File: config.mk
export PLATFORM = sky130hd
export DESIGN_NAME = cache_arbiter
export DESIGN_NICKNAME = d
export VERILOG_FILES = /design/src/rtl/cache_arbiter_pkg.sv /design/src/rtl/rr_arbiter2.sv /design/src/rtl/cache_arbiter.sv
export SDC_FILE = /design/constraint.sdc
export NUM_CORES = 1
export LEC_CHECK = 0
export BUFFER_PORTS_ARGS = -buffer_cell sky130_fd_sc_hd__buf_4
export CORE_AREA = 2 2 118 120
export CTS_CLUSTER_SIZE = 20
export DETAILED_ROUTE_END_ITERATION = 10
export DIE_AREA = 0 0 120 122
export PLACE_DENSITY = 0.81
export SLEW_MARGIN = 25
export SYNTH_ARGS = -nofsm -noshare
export SYNTH_HDL_FRONTEND = slang
export SYNTH_HIERARCHICAL = 1
export SYNTH_SLANG_ARGS = --single-unit
File: constraint.sdc
create_clock -name clk -period 4.3 [get_ports clk]
set_input_delay 0.86 -clock clk [delete_from_list [all_inputs] [get_ports clk]]
set_output_delay 0.86 -clock clk [all_outputs]
set_load 0.01 [all_outputs]
File: src/rtl/cache_arbiter_pkg.sv
// cache_arbiter_pkg
//   Shared definitions for the Cache port arbiter: FSM state encoding,
//   requester port indices and the timeout counter width.
package cache_arbiter_pkg;

    typedef enum logic [1:0] {
        IDLE  = 2'd0,
        ISSUE = 2'd1,
        WAIT  = 2'd2,
        RESP  = 2'd3
    } state_t;

    localparam logic PORT_IFETCH = 1'b0;
    localparam logic PORT_LSU    = 1'b1;

    // Wide enough for TIMEOUT_CYCLES up to 255.
    localparam int unsigned TO_CNT_W = 8;

endpackage

File: src/rtl/rr_arbiter2.sv
// rr_arbiter2
//   Two-way round-robin pick with its last-grant register.
//   Ports:
//     clk, rst_n     clock, async active-low reset
//     i_req0/i_req1  request lines
//     i_take         grant accepted this cycle; records o_gnt as last grant
//     o_valid        at least one request present
//     o_gnt          granted port index (valid while o_valid)
module rr_arbiter2
    import cache_arbiter_pkg::*;
(
    input  logic clk,
    input  logic rst_n,
    input  logic i_req0,
    input  logic i_req1,
    input  logic i_take,
    output logic o_valid,
    output logic o_gnt
);

    logic r_last;

    always_comb begin
        o_valid = i_req0 | i_req1;
        if (i_req0 && i_req1) begin
            o_gnt = ~r_last;
        end else if (i_req1) begin
            o_gnt = PORT_LSU;
        end else begin
            o_gnt = PORT_IFETCH;
        end
    end

    // Resets to the LSU port so instruction fetch wins the first tie.
    always_ff @(posedge clk or negedge rst_n) begin
        if (!rst_n) begin
            r_last <= PORT_LSU;
        end else if (i_take && o_valid) begin
            r_last <= o_gnt;
        end
    end

endmodule

File: src/rtl/cache_arbiter.sv
// cache_arbiter
//   Shares the single Cache port between instruction fetch (port 0) and
//   load/store (port 1), one transaction at a time, round-robin on ties.
//   A transaction walks IDLE -> ISSUE -> WAIT -> RESP; WAIT ends on
//   cache_data_out_valid or after TIMEOUT_CYCLES cycles with an error.
//   Ports:
//     req/we/addr/wdata 0,1   requester inputs, held until ack
//     ack/rdata/err 0,1       one-cycle completion, rdata/err valid with ack
//     cache_*                 Cache interface (word-aligned address)
//     busy                    high whenever not IDLE
module cache_arbiter
    import cache_arbiter_pkg::*;
#(
    parameter int unsigned ADDR_W         = 32,
    parameter int unsigned DATA_W         = 32,
    parameter int unsigned TIMEOUT_CYCLES = 64
) (
    input  logic              clk,
    input  logic              rst_n,
    input  logic              req0,
    input  logic              req1,
    input  logic              we0,
    input  logic              we1,
    input  logic [ADDR_W-1:0] addr0,
    input  logic [ADDR_W-1:0] addr1,
    input  logic [DATA_W-1:0] wdata0,
    input  logic [DATA_W-1:0] wdata1,
    output logic              ack0,
    output logic              ack1,
    output logic [DATA_W-1:0] rdata0,
    output logic [DATA_W-1:0] rdata1,
    output logic              err0,
    output logic              err1,
    output logic [ADDR_W-1:0] cache_address,
    output logic [DATA_W-1:0] cache_data_in,
    output logic              cache_write_enable,
    input  logic [DATA_W-1:0] cache_data_out,
    input  logic              cache_data_out_valid,
    output logic              busy
);

    localparam logic [TO_CNT_W-1:0] TO_LAST   = TO_CNT_W'(TIMEOUT_CYCLES - 1);
    localparam logic [ADDR_W-1:0]   ADDR_MASK = {{(ADDR_W-2){1'b1}}, 2'b00};

    state_t              r_state;
    state_t              w_state_nxt;
    logic                w_take;
    logic                w_gnt_valid;
    logic                w_gnt;
    logic                w_to_hit;
    logic                w_resp;

    logic                r_gnt;
    logic [ADDR_W-1:0]   r_addr;
    logic                r_we;
    logic [DATA_W-1:0]   r_wdata;
    logic [DATA_W-1:0]   r_rdata;
    logic                r_err;
    logic [TO_CNT_W-1:0] r_cnt;

    rr_arbiter2 u_rr (
        .clk     (clk),
        .rst_n   (rst_n),
        .i_req0  (req0),
        .i_req1  (req1),
        .i_take  (w_take),
        .o_valid (w_gnt_valid),
        .o_gnt   (w_gnt)
    );

    assign w_to_hit = (r_cnt == TO_LAST);

    always_ff @(posedge clk or negedge rst_n) begin
        if (!rst_n) begin
            r_state <= IDLE;
        end else begin
            r_state <= w_state_nxt;
        end
    end

    always_comb begin
        w_state_nxt = r_state;
        w_take      = 1'b0;
        case (r_state)
            IDLE: begin
                if (w_gnt_valid) begin
                    w_take      = 1'b1;
                    w_state_nxt = ISSUE;
                end
            end
            ISSUE: w_state_nxt = WAIT;
            WAIT: begin
                if (cache_data_out_valid || w_to_hit) begin
                    w_state_nxt = RESP;
                end
            end
            RESP:    w_state_nxt = IDLE;
            default: w_state_nxt = IDLE;
        endcase
    end

    // Transaction latches, response capture and timeout counter. The latched
    // request fields stay put after RESP, which keeps cache_address stable.
    always_ff @(posedge clk or negedge rst_n) begin
        if (!rst_n) begin
            r_gnt   <= PORT_IFETCH;
            r_addr  <= '0;
            r_we    <= 1'b0;
            r_wdata <= '0;
            r_rdata <= '0;
            r_err   <= 1'b0;
            r_cnt   <= '0;
        end else begin
            case (r_state)
                IDLE: begin
                    if (w_take) begin
                        r_gnt <= w_gnt;
                        if (w_gnt == PORT_LSU) begin
                            r_addr  <= addr1 & ADDR_MASK;
                            r_we    <= we1;
                            r_wdata <= wdata1;
                        end else begin
                            r_addr  <= addr0 & ADDR_MASK;
                            r_we    <= we0;
                            r_wdata <= wdata0;
                        end
                    end
                end
                ISSUE: r_cnt <= '0;
                WAIT: begin
                    if (cache_data_out_valid) begin
                        r_rdata <= cache_data_out;
                        r_err   <= 1'b0;
                    end else if (w_to_hit) begin
                        r_rdata <= '0;
                        r_err   <= 1'b1;
                    end else begin
                        r_cnt <= r_cnt + TO_CNT_W'(1);
                    end
                end
                default: ;
            endcase
        end
    end

    assign w_resp             = (r_state == RESP);
    assign ack0               = w_resp && (r_gnt == PORT_IFETCH);
    assign ack1               = w_resp && (r_gnt == PORT_LSU);
    assign rdata0             = ack0 ? r_rdata : '0;
    assign rdata1             = ack1 ? r_rdata : '0;
    assign err0               = ack0 & r_err;
    assign err1               = ack1 & r_err;
    assign busy               = (r_state != IDLE);
    assign cache_address      = r_addr;
    assign cache_data_in      = r_wdata;
    assign cache_write_enable = (r_state == ISSUE) & r_we;

endmodule

==> results.md, run 1 <==
- Status: complete, no violations
- Ant. Diodes: 0
- Metal-1 WL: 5.98 mm
- Synth Area in Compound Gates: 13.3%
- Leakage: 4.06 nW
- CTS tree: yes
- Synth Instances: 502
- Setup Fix Bufs, Post-CTS: 0
- Met2 Wirelength: 7.22 mm
- CTS Buffer Depth: 2
- CP most frequent cell: buf_4
- Vias/cell: 4.88
- Post-synthesis mux area share: 13.2%
- Adder-Cell Fraction of Synth Area: 1.43%
- Worst Clk Skew: 0.00932 ns
- Drt drc: 0
- R2r startpoint: r_state[0]
- Clock-pin slew on the worst setup and hold paths: 0.07 ns
- First-pass GRT wire length: 22.3 mm
- Dominant cells by area after synthesis: dfrtp_1, mux2i_1, a21oi_1, a22o_1, nor2_1
- R2r endpoint: cache_address[18]
- Layout Area Growth over Synthesis: 50.1%
- H-tree levels: 3
- Setup Viol. Count Final: 0
- Cts hold-fix bufs: 0
- Total Routed Length: 14.5 mm
- Crit path DAT: 2.04 ns
- Seq cells post-synth: 108
- Synth area leader: dfrtp_1
- Minimum clock period: 2.90 ns
- Post_cts resized: 0
- Largest family of logic cells by synthesized area: simple AND/OR/NAND/NOR gates
- Routability Congestion: 0.781
- Vias in the first global route: 4421
- DR WL/cell: 15.1 µm
- I/O Pins: 301
- Slowest-stage cell, CP: dfrtp_1
- R2R Setup Slk: 2.26 ns
- Setup TNS: 0 ns
- R2R depth: 6
- Ys flop type: dfrtp_1
- Core area: 0.0135 mm²
- Worst Path Max Fanout: 36
- PwrDens: 604 mW/mm²
- Relative slew slack: 35.6%
- RSZ-0062 raised after global routing: false
- XOR/XNOR Fraction of Synth Area: 0.167%
- Crit-path cells: nor2b_1, buf_4, and2_1, buf_4
- Syn. warnings: 6
- Max cap viols: 0
- Final worst-path cycle share: 67.5%
- Number of synthesized flops with an enable pin: 0
- Cell row count: 43
- FFs w/ async S/R, synth: 100%
- Synth Cell Area: 0.00525 mm²
- Pre-CTS WS: 1.71 ns
- Post-DP HPWL: 10.7 mm
- Max Clk Rate: 0.345 GHz
- Hold EP: r_rdata[18]
- Hold crit path type: reg2reg
- Worst stage delay on the critical path: 0.98 ns
- Hold Violations, Final: 0
- Synth unique cells: 37
- Final Max Tran Viols: 0
- Die Wd: 120 µm
- Area share of the largest cell type after synthesis: 51.0%
- Register area share after synthesis: 51.5%
- Die ar.: 0.0146 mm²
- VDD IR max: 0.277 mV
- Final total power: 4.76 mW
- DRT Pass-1 Iters: 4
- PortBufs: 294
- Largest net degree at the start of global routing: 58
- Post-route ant nets: 0
- Met3 wire length: 1.10 mm
- Hold Path Stages: 1
- Worst skew pair latency: 0.34 ns
- Tot GR Track Use: 19.5%
- Highest metal used: met4
- Iter 0 DRT Violations: 287
- Initial antenna violation count: 0
- Most frequent cells after synthesis: dfrtp_1, nor2_1, a21oi_1, mux2i_1, and2_1
- CTS buffer count: 9
- Worst setup margin: 1.40 ns
- Critical path class: reg2out
- Fin nets: 949
- Congestion Overflow GR: 0
- HP Start: r_rdata[18]
- Starting Density: 38.9%
- Simple-gate share of the synthesized area: 16.2%
- Total number of vias: 4691
- Layout cells sized above 1: 41.6%
- Die H: 122 µm
- Worst-Margin Slew: 0.966 ns
- Crit path required time: 3.44 ns
- Worst Setup Start Kind: register
- Sink Count: 108
- Root Buffer: clkbuf_16
- Most numerous cell in the Yosys netlist: dfrtp_1
- Syn_area_per_cell: 10.5 µm²
- Setup crit end kind: output pin
==> through the flow <==
step                      hold slack [ns]  util [%]  instance area, µm²  std cells
final                               0.509      58.3                7880        961
after global routing                0.533      58.3                7880        961
after CTS                           0.513      58.3                7880        961
after detailed placement            0.496      56.2                7590        945
after global placement              0.489      56.2                7590        945
after floorplan                     0.461         -                5250        503
==> state kept, by name, indices dropped and copies added, names as in the netlist <==
signal         count
r_state            2
r_gnt              1
r_err              1
u_rr/r_last        1
cache_address     30
r_rdata           32
cache_data_in     32
r_we               1
r_cnt              8
==> metal layers <==
layer / GRT usage (%) / vias to the layer above
met1: 24.6 / 2187
met5: 0 / -
met2: 32.8 / 199
li1: - / 2291
met3: 4.26 / 14
met4: 7.35 / 0
==> where the power goes <==
group	leakage (nW)	switching (mW)	internal (mW)	total, mW
logic	2.66	1.09	1.09	2.18
registers	1.26	0.318	1.48	1.80
clock network	0.132	0.364	0.410	0.774
total	4.06	1.77	2.98	4.76
==> cells in the final DEF, fill, tap and decap left out, types with 2 or more instances in the layout <==
cell	count
dfrtp_1	107
nor2_1	71
buf_4	299
nand2_1	9
and3_1	33
a21oi_1	67
nand3_1	7
inv_1	4
buf_12	3
nor2b_1	2
and2_1	36
a22o_1	32
mux2i_1	67
clkbuf_16	9
clkinvlp_4	2
ha_1	6
clkinv_4	2
conb_1	2
==> logic make-up (layout without fill, tap and decap cells) <==
group,Yosys count,count (layout)
other cells,1,2
xor+xnor,1,1
buf+inv,44,322
simple gates,166,166
mux,69,69
fa+ha+maj,6,6
compound gates,107,107
flops,108,108
==> worst max-delay path, delay by kind of cell (launching register included) <==
| family | cells | cell delay, ns |
|---|---|---|
| DFF | 1 | 0.98 |
| buffers and inverters | 2 | 0.40 |
| and+or+nand+nor | 2 | 0.30 |
==> cell type report <==
type | instances | area [µm²]
Clock buffer | 11 | 243
Clock inverter | 5 | 37.5
Fill cell | 1214 | 5630
Inverter | 4 | 15.0
Multi-Input combinational cell | 351 | 2350
Sequential cell | 108 | 2700
Tap cell | 180 | 225
Timing Repair Buffer | 302 | 2300
==> how the worst max path moves through the flow <==
stage	end	from
floorplan	rdata0[22]	r_state[0]
global placement	cache_address[6]	req0
detailed placement	cache_address[6]	req0
CTS	rdata0[19]	r_state[0]
global route	rdata0[19]	r_gnt
finish	rdata0[19]	r_gnt
(Power assumes the default switching activity.)
==> run 2: changes to the inputs <==
- CORE_AREA: 2 2 118 120 -> 2 2 116 118
- DIE_AREA: 0 0 120 122 -> 0 0 118 120
- PLACE_DENSITY: 0.81 -> 0.83
- clock period: 4.3 -> 2.7 ns (I/O delays scaled with it)
==> run 2 against run 1 <==
Critical path depth is 1 higher. Core utilization grew 2.5 points. Non-clock buffer count up 2. Cell area grew 0.19%. Via count increased by 1.6%. Clock-buffer cell count did not move. Sequential share of layout area is 0.065 points lower. Critical path type unchanged. Highest routed layer unchanged.
==> results.md, run 2 (synthesized netlist as in run 1, its figures left out) <==
- Total number of vias: 4765
- Crit path required time: 2.16 ns
- Setup Fix Bufs, Post-CTS: 0
- Routability Congestion: 0.819
- I/O Pins: 301
- Filler instances: 1116
- DRT Pass-1 Iters: 4
- Cell row count: 42
- Finished Layout Cells: 959
- Status: complete, no violations
- Max Clk Rate: 0.405 GHz
- Final worst-path cycle share: 91.4%
- Core area: 0.0130 mm²
- Worst skew pair latency: 0.35 ns
- Iter 0 DRT Violations: 190
- R2R depth: 5
- Crit path DAT: 1.93 ns
- Worst-Margin Slew: 0.605 ns
- Inst Count DP: 943
- Layout cells sized above 1: 41.6%
- Cts hold-fix bufs: 0
- PortBufs: 294
- DR WL/cell: 15.6 µm
- Relative slew slack: 59.7%
- Drt drc: 0
- Worst Setup Start Kind: register
- Die H: 120 µm
- Setup TNS: 0 ns
- CTS tree: yes
- Max cap viols: 0
- Final Max Tran Viols: 0
- Post-route ant nets: 0
- Total Routed Length: 15.0 mm
- Setup Viol. Count Final: 0
- Clock-pin slew on the worst setup and hold paths: 0.07 ns
- Ant. Diodes: 0
- Worst Path Max Fanout: 34
- Fin nets: 951
- Hold Violations, Final: 0
- Most frequent cells in the layout: buf_4, dfrtp_1, nor2_1
- CTS Buffer Depth: 2
- Tot GR Track Use: 21.2%
- Sink Count: 108
- Post-DP HPWL: 11.5 mm
- Largest net degree at the start of global routing: 65
- Worst Clk Skew: 0.00974 ns
- Die Wd: 118 µm
- Post_cts resized: 0
- Die ar.: 0.0142 mm²
- Final total power: 7.68 mW
- Starting Density: 40.4%
- PwrDens: 974 mW/mm²
- Vias in the first global route: 4626
- Congestion Overflow GR: 0
- Setup crit end kind: output pin
- Initial antenna violation count: 0
- Minimum clock period: 2.47 ns
- Root Buffer: clkbuf_16
- Vias/cell: 4.97
- Layout Area Growth over Synthesis: 50.4%
- Commonest non-fill, non-tap cell in the layout: buf_4
- VDD IR max: 0.508 mV
- H-tree levels: 3
- Critical path class: reg2out
- CTS buffer count: 9
- First-pass GRT wire length: 23.5 mm
- Leakage: 4.07 nW
- Hold crit path type: in2async
- RSZ-0062 raised after global routing: false
==> run 2: cell types whose count changed in the layout (fill, tap and decap cells not counted) <==
| cell | change |
|---|---|
| clkinv_2 | +2 |
| bufinv_16 | +1 |
| clkbuf_8 | -1 |
| clkbuf_1 | +1 |
| buf_4 | +2 |
| clkinvlp_4 | -1 |
| clkinv_4 | -2 |
==> run 2: final cells by class <==
type	count	area, µm²	share of cell area (%)
clock buffers	11	233	2.95
clock inverters	5	52.6	0.666
inverters	4	15.0	0.190
multi-input cells	351	2350	29.7
flip-flops and latches	108	2700	34.3
well taps	176	220	2.79
repair buffers	304	2320	29.4
==> run 2: stage by stage <==
stage	hold slack [ns]	setup slack [ns]	cell area, µm²	utilization (%)
final	0.179	0.233	7890	60.8
after CTS	0.187	0.200	7890	60.8
after global placement	0.493	0.641	7600	58.6
after floorplan	0.244	0.777	5250	-
after global routing	0.220	0.0610	7890	60.8
after detailed placement	0.497	0.588	7600	58.6
==> run 2: final timing paths <==
path                        startpoint                to  slack (ns)
setup / recovery            r_state[0]        rdata0[23]        0.23
hold / removal                   rst_n  cache_data_in[6]        0.18
setup reg to reg            r_state[0]       r_rdata[18]        0.74
hold reg to reg            r_rdata[28]       r_rdata[28]        0.51
max in group asynchronous        rst_n       u_rr/r_last        1.82
min in group clk                  req0       u_rr/r_last        0.36
==> run 2: metal layers <==
layer  GRT usage (%)  vias up  wire [µm]  part of all wire [%]
li1                -     2300          -                     -
met2            37.2      211       7610                    51
met3            4.80       22       1030                   6.8
met5               0        -          0                     0
met4            9.64        0        378                   2.5
met1            24.9     2232       5980                    40
==> run 2: critical path, cell delays in order (launching register included) <==
cell	delay, ns
dfrtp_1	0.41
ha_1	0.40
nor2b_1	0.18
buf_4	0.28
and2_1	0.18
buf_4	0.12
==> run 2: where the power goes <==
group | switching [mW] | internal, mW | total, mW
Clock | 0.571 | 0.715 | 1.29
Sequential | 0.502 | 2.37 | 2.87
Combinational | 1.77 | 1.76 | 3.53
Total | 2.84 | 4.84 | 7.68
==> run 3: changes to the inputs <==
- ABC_AREA: not set -> 1
- CORE_AREA: 2 2 116 118 -> 2 2 115 117
- DIE_AREA: 0 0 118 120 -> 0 0 117 119
- PLACE_DENSITY: 0.83 -> 0.85
==> run 3 against run 2 <==
Cell area increased by 0.76%. Highest routed layer unchanged. Final cell count is 21% higher. Largest power group unchanged. Critical path type unchanged. Global-route usage grew 1.6 points. Hold slack worse by 0.13 ns.
==> results.md, run 3 <==
- Status: complete, no violations
- Hold crit path type: in2async
- Pre-CTS WS: 0.778 ns
- Total number of vias: 5609
- Drt drc: 0
- Filler instances: 1130
- First-pass GRT wire length: 25.5 mm
- Root Buffer: clkbuf_16
- Final worst-path cycle share: 83.8%
- Syn. warnings: 6
- Final Max Tran Viols: 0
- Most frequent cells in the layout: buf_4, nand2_1, nor2_1
- VDD IR max: 0.502 mV
- Area share of the largest cell type after synthesis: 50.3%
- Worst skew pair latency: 0.34 ns
- Fin nets: 1153
- Worst setup margin: 0.436 ns
- Layout Utilization: 61.7%
- CTS buffer count: 9
- Vias in the first global route: 5382
- Initial antenna violation count: 0
- Met3 track utilization from global routing: 5.09%
- Die Wd: 117 µm
- Core area: 0.0129 mm²
- Routability Congestion: 0.803
- Synth Cell Area: 0.00532 mm²
- Crit path required time: 2.16 ns
- Worst Setup Start Kind: register
- Setup Fix Bufs, Post-CTS: 0
- Die ar.: 0.0139 mm²
- RSZ-0062 raised after global routing: false
- Minimum clock period: 2.26 ns
- Post-DP HPWL: 11.8 mm
- Cts hold-fix bufs: 0
- Synth Instances: 705
- Starting Density: 41.3%
- Layout Area Growth over Synthesis: 49.5%
- Ant. Diodes: 0
- Register area share after synthesis: 50.8%
- Dominant cells by area after synthesis: dfrtp_1, nand2_1, a21oi_1, nor2_1, inv_1
- DR WL/cell: 13.9 µm
- PwrDens: 985 mW/mm²
- Post_cts resized: 0
- H-tree levels: 3
- Max cap viols: 0
- PortBufs: 294
- DRT Pass-1 Iters: 4
- Tot GR Track Use: 22.8%
- Largest net degree at the start of global routing: 66
- Ys flop type: dfrtp_1
- Most frequent cells after synthesis: nand2_1, nor2_1, a21oi_1, dfrtp_1, inv_1
- Worst Path Max Fanout: 33
- Gr busiest metal: met2
- Setup TNS: 0 ns
- CTS tree: yes
- Clock-pin slew on the worst setup and hold paths: 0.08 ns
- FFs w/ async S/R, synth: 100%
- Commonest non-fill, non-tap cell in the layout: buf_4
- Critical path class: reg2out
- Crit path DAT: 1.72 ns
- I/O Pins: 301
- Layout cells sized above 1: 34.9%
- Worst Clk Skew: 0.00851 ns
- Worst-Margin Slew: 0.667 ns
- Seq cells post-synth: 108
- Total Routed Length: 16.2 mm
- Number of synthesized flops with an enable pin: 0
- Syn_area_per_cell: 7.54 µm²
- GR Util met2: 39.6%
- Setup crit end kind: output pin
- Setup Viol. Count Final: 0
- CTS Buffer Depth: 2
- Sink Count: 108
- Min Hold Slack: 0.0446 ns
- Leakage: 4.20 nW
- Max Clk Rate: 0.442 GHz
- Congestion Overflow GR: 0
- Most numerous cell in the Yosys netlist: nand2_1
- Hold Violations, Final: 0
- Relative slew slack: 55.5%
- Iter 0 DRT Violations: 265
- Synth area leader: dfrtp_1
- Synth unique cells: 30
- GR met1 Demand/Resource: 27.8%
- Cell row count: 42
- Die H: 119 µm
- Post-route ant nets: 0
- Final total power: 7.83 mW
- Vias/cell: 4.83
run 3: cell count changes after synthesis, sizes merged, moves of 3 or more:
cell and change:
nand3 +9, mux2i -67, and2 -36, o21ai +3
a21oi +60, inv +48, nand2 +195, a22o -32
and3 -33, nor2 +68, buf +15, clkbuf -14
run 3: path summary, 6_finish.rpt:
path	start	slack [ns]	end	depth (start not counted)
worst max-delay path	r_state[0]	0.44	rdata0[1]	7
worst min-delay path	rst_n	0.04	cache_address[7]	1
worst max register to register	u_rr/r_last	0.90	r_we	6
worst min register to register	u_rr/r_last	0.46	u_rr/r_last	2
max in group asynchronous	rst_n	1.87	u_rr/r_last	2
min in group clk	cache_data_out[29]	0.39	r_rdata[29]	3
run 3: worst max-delay path: stages (launching register included):
cell,delay [ns]
dfrtp_1,0.42
ha_1,0.23
inv_1,0.05
nor2_1,0.04
inv_1,0.05
buf_4,0.31
nor2_1,0.11
buf_4,0.16
run 3: metrics by stage:
step                std cells  area (µm²)
finish                   1161        7950
global route             1161        7950
floorplan                 706        5320
CTS                      1161        7950
global placement         1145        7660
detailed placement       1145        7660
run 3: area by class of cell:
class,instances,area (µm²),area share [%]
repair buffers,304,2330,29.3
flip-flops and latches,108,2700,34.0
clock inverters,5,35.0,0.441
multi-input cells,504,2210,27.8
clock buffers,11,253,3.18
well taps,176,220,2.77
inverters,53,199,2.50
run 3: logic make-up after synthesis:
logic type | share of synthesized area [%]
AOI/OAI and AO/OA | 12.2
xor gates and xnor gates | 0.329
adders and majority gates | 1.41
buffers and inverters | 7.81
DFF | 50.8
other | 0.0705
and+or+nand+nor | 27.3
run 3: routing by layer:
metal,vias up,wire length (µm)
met5,-,0
met4,0,354
met3,27,1380
met2,239,8080
met1,2606,6360
li1,2737,-
run 3: power breakdown:
part	internal [mW]	switching (mW)	total (mW)	leakage [nW]
sequential	2.38	0.435	2.81	1.27
clock	0.679	0.599	1.28	0.142
combinational	1.64	2.11	3.74	2.79
